==> src/rtl/xadac_axi_arbiter.sv <==
// Round-robin arbiter that shares one AXI master port between NumReq vector memory requesters.
// At most one single-beat transaction is in flight; its response is routed back to the owner.
module xadac_axi_arbiter #(
    parameter int unsigned NumReq       = 2,
    parameter int unsigned DataWidth    = 128,
    parameter int unsigned AddrWidth    = 32,
    parameter int unsigned AxiAddrWidth = 32,
    parameter int unsigned IdWidth      = 4,
    parameter int unsigned UserWidth    = 1
) (
    input  logic                                  clk,
    input  logic                                  rstn,
    input  logic [NumReq-1:0]                     req_valid,
    output logic [NumReq-1:0]                     req_ready,
    input  logic [NumReq-1:0]                     req_write,
    input  logic [NumReq-1:0][AddrWidth-1:0]      req_addr,
    input  logic [NumReq-1:0][DataWidth-1:0]      req_wdata,
    input  logic [NumReq-1:0][DataWidth/8-1:0]    req_wstrb,
    output logic [NumReq-1:0]                     resp_valid,
    input  logic [NumReq-1:0]                     resp_ready,
    output logic [DataWidth-1:0]                  resp_rdata,
    output logic                                  resp_err,
    output logic [IdWidth-1:0]                    mst_aw_id,
    output logic [AxiAddrWidth-1:0]               mst_aw_addr,
    output logic [7:0]                            mst_aw_len,
    output logic [2:0]                            mst_aw_size,
    output logic [1:0]                            mst_aw_burst,
    output logic                                  mst_aw_lock,
    output logic [3:0]                            mst_aw_cache,
    output logic [2:0]                            mst_aw_prot,
    output logic [3:0]                            mst_aw_qos,
    output logic [3:0]                            mst_aw_region,
    output logic [5:0]                            mst_aw_atop,
    output logic [UserWidth-1:0]                  mst_aw_user,
    output logic                                  mst_aw_valid,
    input  logic                                  mst_aw_ready,
    output logic [DataWidth-1:0]                  mst_w_data,
    output logic [DataWidth/8-1:0]                mst_w_strb,
    output logic                                  mst_w_last,
    output logic [UserWidth-1:0]                  mst_w_user,
    output logic                                  mst_w_valid,
    input  logic                                  mst_w_ready,
    input  logic [IdWidth-1:0]                    mst_b_id,
    input  logic [1:0]                            mst_b_resp,
    input  logic [UserWidth-1:0]                  mst_b_user,
    input  logic                                  mst_b_valid,
    output logic                                  mst_b_ready,
    output logic [IdWidth-1:0]                    mst_ar_id,
    output logic [AxiAddrWidth-1:0]               mst_ar_addr,
    output logic [7:0]                            mst_ar_len,
    output logic [2:0]                            mst_ar_size,
    output logic [1:0]                            mst_ar_burst,
    output logic                                  mst_ar_lock,
    output logic [3:0]                            mst_ar_cache,
    output logic [2:0]                            mst_ar_prot,
    output logic [3:0]                            mst_ar_qos,
    output logic [3:0]                            mst_ar_region,
    output logic [UserWidth-1:0]                  mst_ar_user,
    output logic                                  mst_ar_valid,
    input  logic                                  mst_ar_ready,
    input  logic [IdWidth-1:0]                    mst_r_id,
    input  logic [DataWidth-1:0]                  mst_r_data,
    input  logic [1:0]                            mst_r_resp,
    input  logic                                  mst_r_last,
    input  logic [UserWidth-1:0]                  mst_r_user,
    input  logic                                  mst_r_valid,
    output logic                                  mst_r_ready
);

    localparam int unsigned IdxWidth = $clog2(NumReq);

    typedef enum logic [2:0] {
        ST_IDLE  = 3'd0,
        ST_WR    = 3'd1,
        ST_WB    = 3'd2,
        ST_RD_AR = 3'd3,
        ST_RD_R  = 3'd4,
        ST_RESP  = 3'd5
    } state_e;

    state_e                  state_r, state_n;
    logic [IdxWidth-1:0]     ptr_r, grant_r, win_idx_s;
    logic                    win_found_s, accept_s, b_hs_s, r_hs_s, done_s;
    logic [AddrWidth-1:0]    addr_r;
    logic [DataWidth-1:0]    wdata_r, rdata_r;
    logic [DataWidth/8-1:0]  wstrb_r;
    logic                    aw_valid_r, w_valid_r, ar_valid_r, err_r;
    logic [NumReq-1:0]       resp_valid_r;
    logic                    unused_s;

    function automatic logic [NumReq-1:0] onehot(input logic [IdxWidth-1:0] idx);
        logic [NumReq-1:0] vec;
        vec      = {NumReq{1'b0}};
        vec[idx] = 1'b1;
        return vec;
    endfunction

    function automatic logic [IdxWidth-1:0] next_idx(input logic [IdxWidth-1:0] idx);
        if (idx == IdxWidth'(NumReq - 1)) begin
            return {IdxWidth{1'b0}};
        end else begin
            return idx + IdxWidth'(1'b1);
        end
    endfunction

    // Round-robin winner search; scanning in reverse lets the earliest candidate win
    always_comb begin
        int idx_v;
        idx_v       = 0;
        win_found_s = 1'b0;
        win_idx_s   = {IdxWidth{1'b0}};
        for (int k = int'(NumReq) - 1; k >= 0; k--) begin
            idx_v = int'(ptr_r) + k;
            if (idx_v >= int'(NumReq)) begin
                idx_v = idx_v - int'(NumReq);
            end else begin
                idx_v = idx_v;
            end
            if (req_valid[idx_v[IdxWidth-1:0]]) begin
                win_found_s = 1'b1;
                win_idx_s   = idx_v[IdxWidth-1:0];
            end else begin
                win_found_s = win_found_s;
            end
        end
    end

    assign b_hs_s = (state_r == ST_WB) && mst_b_valid;
    assign r_hs_s = (state_r == ST_RD_R) && mst_r_valid;
    assign done_s = (state_r == ST_RESP) && resp_ready[grant_r];

    // Next-state logic and the combinational accept strobe
    always_comb begin
        state_n   = state_r;
        accept_s  = 1'b0;
        req_ready = {NumReq{1'b0}};
        case (state_r)
            ST_IDLE: begin
                if (win_found_s) begin
                    accept_s  = 1'b1;
                    req_ready = onehot(win_idx_s);
                    state_n   = req_write[win_idx_s] ? ST_WR : ST_RD_AR;
                end else begin
                    state_n = ST_IDLE;
                end
            end
            ST_WR: begin
                if ((!aw_valid_r || mst_aw_ready) && (!w_valid_r || mst_w_ready)) begin
                    state_n = ST_WB;
                end else begin
                    state_n = ST_WR;
                end
            end
            ST_WB:    state_n = b_hs_s ? ST_RESP : ST_WB;
            ST_RD_AR: state_n = mst_ar_ready ? ST_RD_R : ST_RD_AR;
            ST_RD_R:  state_n = r_hs_s ? ST_RESP : ST_RD_R;
            ST_RESP:  state_n = done_s ? ST_IDLE : ST_RESP;
            default:  state_n = ST_IDLE;
        endcase
    end

    // State, pointer and latched request fields
    always_ff @(posedge clk or negedge rstn) begin
        if (!rstn) begin
            state_r <= ST_IDLE;
            ptr_r   <= {IdxWidth{1'b0}};
            grant_r <= {IdxWidth{1'b0}};
            addr_r  <= {AddrWidth{1'b0}};
            wdata_r <= {DataWidth{1'b0}};
            wstrb_r <= {(DataWidth/8){1'b0}};
        end else begin
            state_r <= state_n;
            if (accept_s) begin
                grant_r <= win_idx_s;
                addr_r  <= req_addr[win_idx_s];
                wdata_r <= req_wdata[win_idx_s];
                wstrb_r <= req_wstrb[win_idx_s];
            end
            if (done_s) begin
                ptr_r <= next_idx(grant_r);
            end
        end
    end

    // AXI valids and the response path; each valid falls on its own handshake
    always_ff @(posedge clk or negedge rstn) begin
        if (!rstn) begin
            aw_valid_r   <= 1'b0;
            w_valid_r    <= 1'b0;
            ar_valid_r   <= 1'b0;
            resp_valid_r <= {NumReq{1'b0}};
            rdata_r      <= {DataWidth{1'b0}};
            err_r        <= 1'b0;
        end else begin
            if (accept_s) begin
                aw_valid_r <= req_write[win_idx_s];
                w_valid_r  <= req_write[win_idx_s];
                ar_valid_r <= !req_write[win_idx_s];
            end else begin
                if (aw_valid_r && mst_aw_ready) aw_valid_r <= 1'b0;
                if (w_valid_r && mst_w_ready)   w_valid_r  <= 1'b0;
                if (ar_valid_r && mst_ar_ready) ar_valid_r <= 1'b0;
            end
            if (b_hs_s) begin
                resp_valid_r <= onehot(grant_r);
                err_r        <= (mst_b_resp != 2'b00);
            end else if (r_hs_s) begin
                resp_valid_r <= onehot(grant_r);
                err_r        <= (mst_r_resp != 2'b00);
                rdata_r      <= mst_r_data;
            end else if (done_s) begin
                resp_valid_r <= {NumReq{1'b0}};
            end
        end
    end

    assign resp_valid    = resp_valid_r;
    assign resp_rdata    = rdata_r;
    assign resp_err      = err_r;

    assign mst_aw_id     = IdWidth'(grant_r);
    assign mst_aw_addr   = AxiAddrWidth'(addr_r);
    assign mst_aw_len    = 8'd0;
    assign mst_aw_size   = 3'($clog2(DataWidth/8));
    assign mst_aw_burst  = 2'b01;
    assign mst_aw_lock   = 1'b0;
    assign mst_aw_cache  = 4'd0;
    assign mst_aw_prot   = 3'd0;
    assign mst_aw_qos    = 4'd0;
    assign mst_aw_region = 4'd0;
    assign mst_aw_atop   = 6'd0;
    assign mst_aw_user   = {UserWidth{1'b0}};
    assign mst_aw_valid  = aw_valid_r;

    assign mst_w_data    = wdata_r;
    assign mst_w_strb    = wstrb_r;
    assign mst_w_last    = 1'b1;
    assign mst_w_user    = {UserWidth{1'b0}};
    assign mst_w_valid   = w_valid_r;
    assign mst_b_ready   = (state_r == ST_WB);

    assign mst_ar_id     = IdWidth'(grant_r);
    assign mst_ar_addr   = AxiAddrWidth'(addr_r);
    assign mst_ar_len    = 8'd0;
    assign mst_ar_size   = 3'($clog2(DataWidth/8));
    assign mst_ar_burst  = 2'b01;
    assign mst_ar_lock   = 1'b0;
    assign mst_ar_cache  = 4'd0;
    assign mst_ar_prot   = 3'd0;
    assign mst_ar_qos    = 4'd0;
    assign mst_ar_region = 4'd0;
    assign mst_ar_user   = {UserWidth{1'b0}};
    assign mst_ar_valid  = ar_valid_r;
    assign mst_r_ready   = (state_r == ST_RD_R);

    // Response IDs, last and user are not needed with a single outstanding beat
    assign unused_s = ^{mst_b_id, mst_b_user, mst_r_id, mst_r_last, mst_r_user};

endmodule
==> config.mk <==
export PLATFORM = sky130hd
export DESIGN_NAME = xadac_axi_arbiter
export DESIGN_NICKNAME = d
export VERILOG_FILES = /design/src/rtl/xadac_axi_arbiter.sv
export SDC_FILE = /design/constraint.sdc
export NUM_CORES = 1
export LEC_CHECK = 0
export CAP_MARGIN = 20
export CORE_AREA = 2 2 365 367
export DETAILED_ROUTE_END_ITERATION = 16
export DIE_AREA = 0 0 367 369
export PLACE_DENSITY_LB_ADDON = 0.2
export SKIP_CTS_REPAIR_TIMING = 1
export SYNTH_ARGS = -nofsm -noshare
export SYNTH_HDL_FRONTEND = slang
export SYNTH_SLANG_ARGS = --single-unit
==> constraint.sdc <==
create_clock -name clk -period 5 [get_ports clk]
set_input_delay 0.5 -clock clk [delete_from_list [all_inputs] [get_ports clk]]
set_output_delay 0.5 -clock clk [all_outputs]
set_load 0.01 [all_outputs]
==> impl.org <==
** Status
- The flow ran to the end, but the final reports show violations.
- Failing checks :: hold timing

** Global route
- The first global-routing pass estimated about 94000 µm of wire.
- The number of global-route vias before repair was approximately 13000.
- For this run the aggregate overflow at the end of global routing stands at 0.
- For this run, the total global-route usage over all layers was measured as 9.51%.
- Entering global routing, the biggest net connects 131 pins.
- Antenna violations before repair :: 11

** Synthesis
- Primary flip-flop cell chosen by synthesis mapping :: dfrtp_1
- Share of async-settable or async-resettable flops after synthesis :: 100%
- Yosys printed 0 warnings.
- After technology mapping, the gate count stands at 1071.
- Cell area after synthesis :: 13900 µm²
- Of the synthesized area, sequential elements account for 56.8%.
- After synthesis the netlist holds a flip-flop and latch count of 315.
- Avg Inst Size Synth :: 13.0 µm²
- Most area-consuming cells after synthesis :: dfrtp_1, a22o_1, mux2_1
- Number of different library cells in the post-synthesis netlist :: 38
- EDFF count, synth :: 0
- After synthesis, the largest area contributor takes up 56.8% of total cell area.
- The biggest area contributor in the post-synthesis netlist is dfrtp_1.

** Critical path
- Counting both buffers and inverters, the worst setup path holds a total of 1.
- STA classifies the critical path startpoint as a register.
- Critical path capture point type :: output port
- Worst Path Class, Setup :: reg2out
- Critical path cell sequence :: nor3_2 -> and3_4 -> clkdlybuf4s50_1
- At the worst endpoint, the required time is 4.50 ns.
- Slowest cell on the critical path :: dfrtp_1
- Along the worst path, the maximum fanout reaches 21.
- Family with the most delay on the worst path :: simple AND/OR/NAND/NOR gates
- Slowest Stage Delay on Critical Path :: 0.61 ns
- Arrival time of data at the critical path endpoint :: 2.68 ns

** Cells and area
- Layout cell share with drive strength beyond 1 :: 6.21%
- The count of cells in the finished layout, fillers not included, comes to 3657.
- Fill cell instance count of the final layout :: 14400
- The final layout contains 2372 nets.
- Area Overhead vs Synth :: 82.0%
- In the final layout, the multi-input gates occupy 5060 µm².
- Summing all flip-flop and latch instances after layout gives slightly below 8000 µm².

** Route
- For this block, the routed nets add up to 67200 µm of wire.
- Initial DRC Count :: ~340
- Via count :: about 12000
- # DRC :: 0
- Number of vias per cell :: 3.21
- Routed wire length per instance :: 18.4 µm
- Drt pass-1 iters :: 4
- Once detail routing completed, the nets flagged for antenna violations numbered 0.

** STA
- Setup repair after global routing left no endpoint under its margin.
- Final count of negative-setup-slack endpoints :: 0
- Number of endpoints with negative hold slack in the final report :: 12
- Final period utilization :: 63.7%
- Slew of the pin with the lowest slew margin :: about 1.1 ns
- After layout, the minimum clock period comes to approximately 3.2 ns.
- Clock skew on the completed layout was measured at 0.0139 ns.
- The count of pins over their slew limit was 0.
- Headroom to the max-slew limit came out at between 20% and 30%.
- Final worst hold slack :: -0.0176 ns
- Total negative slack for setup checks :: 0 ns
- Fmax :: between 300 and 400 MHz

** Clock network
- TritonCTS created 44 clock buffers.
- The H-tree was split into 2 levels.
- The tree is rooted in a clkbuf_16.
- TritonCTS built the clock tree.
- The clock reaches the later pin of the worst-skew pair after 0.60 ns.
- After clock tree synthesis, the clock-pin slew on the worst setup and hold paths is 0.06 ns.
- Clock sinks :: 315
- In this run the deepest clock path goes through 3 buffers.

** Floorplanning
- Area enclosed by the die boundary :: 135000 µm²
- The die is 369 µm tall.
- Total core area :: roughly 130000 µm²
- I/O pin cnt :: 930
- Row cnt :: between 100 and 150
- Starting Density :: between 10% and 20%
- Chip Width :: 367 µm

** Placed design
- At the end of routability-driven placement, the weighted congestion stood at between 0.8 and 0.9.
- In this run, placement finished with an instance count of 3573.
- Port buffering added 844 buffers.
- Hpwl dp :: 51200 µm

** Job
- Max-capacitance violation count :: 0

** Hold path
- Type of the most critical hold path :: in2async

** Power and ir drop
- The worst-case IR drop observed on VDD is just over 0.0004 V.
- Power per cell area :: 588 nW/µm²
- After layout, the design draws a total of 14.9 mW.
- Leakage power :: 10.9 nW
-- area by class of cell --
cell class / count / share of cell area [%]
diodes: 3 / 0.0297
clock buffers: 67 / 5.10
clock inverters: 14 / 0.733
inverters: 3 / 0.0446
multi-input cells: 644 / 20.0
flip-flops and latches: 315 / 31.2
well taps: 1755 / 8.69
repair buffers: 856 / 34.2
-- logic make-up after synthesis --
group | count (synthesis) | synth area share [%]
multiplexers | 171 | 13.5
other | 2 | 0.0541
AO/OA/AOI/OAI | 333 | 18.5
flip-flops | 315 | 56.8
buffers and inverters | 184 | 8.94
AND/OR/NAND/NOR | 66 | 2.23
-- cell usage in the layout, fill, tap and decap left out, types with 2 or more instances in the layout --
cell type,n
a21o_1,139
a21oi_1,4
a22o_1,137
buf_12,7
buf_4,5
bufinv_16,3
clkbuf_1,13
clkbuf_16,44
clkbuf_8,10
clkdlybuf4s50_1,843
clkinv_2,4
clkinvlp_4,4
conb_1,74
dfrtp_1,315
diode_2,3
inv_1,2
mux2_1,99
mux2_2,29
mux2i_1,43
nand2_1,44
nand2b_1,4
nand3_1,5
nor2_1,2
nor2b_1,2
nor3b_1,2
o211ai_1,2
o21ai_0,25
o21ai_1,18
o21ai_4,2
-- Yosys cell counts (4+ instances only) --
cell type,count
a21o_1,139
buf_2,47
a21oi_1,4
nand2_1,44
a22o_1,137
clkbuf_1,11
buf_6,10
dfrtp_1,315
mux2i_1,43
buf_4,111
o21ai_0,25
nand2b_1,4
mux2_1,99
mux2_2,29
o21ai_1,18
nand3_1,5
-- report_power, final --
part	internal [mW]	switching, mW	leakage, nW	total [mW]
logic	3.97	2.96	6.28	6.93
clock network	1.94	1.30	0.709	3.24
registers	3.80	0.881	3.87	4.68
total	9.71	5.14	10.9	14.9
-- metrics by stage --
step	worst slack [ns]	utilization [%]	area [µm²]
after floorplan	3.32	-	14200
after global placement	2.19	18.1	23800
after detailed placement	2.17	18.1	23800
after CTS	1.71	19.3	25300
after global routing	1.62	19.3	25300
final	1.82	19.3	25300
-- state kept, by name, indices dropped and copies added (netlist names) --
| signal | count |
|---|---|
| mst_ar_valid | 1 |
| resp_rdata | 128 |
| resp_valid | 2 |
| mst_ar_addr | 32 |
| mst_aw_valid | 1 |
| mst_w_strb | 16 |
| state_r | 3 |
| mst_w_valid | 1 |
| ptr_r | 1 |
| mst_w_data | 128 |
| grant_r | 1 |
| resp_err | 1 |
-- worst paths after layout --
| path | startpoint | end | slack [ns] | cells after the start |
|---|---|---|---|---|
| min reg2reg | mst_w_data[93] | mst_w_data[93] | 0.47 | 2 |
| max | state_r[0] | req_ready[0] | 1.82 | 3 |
| max in group asynchronous | rstn | mst_w_data[113] | 3.87 | 2 |
| max reg2reg | state_r[0] | mst_w_data[124] | 2.31 | 5 |
| min in group clk | mst_w_data[93] | mst_w_data[93] | 0.47 | 2 |
| min | rstn | mst_ar_addr[30] | -0.02 | 1 |
-- metal layers --
layer,vias to the layer above,GRT usage [%],part of all wire (%)
met5,-,0,0.16
met4,18,3.44,3.3
met3,102,3.84,9.7
met2,572,17.3,52
met1,5763,9.71,35
li1,5285,-,-
No activity file was read; power rests on OpenSTA's default activity.
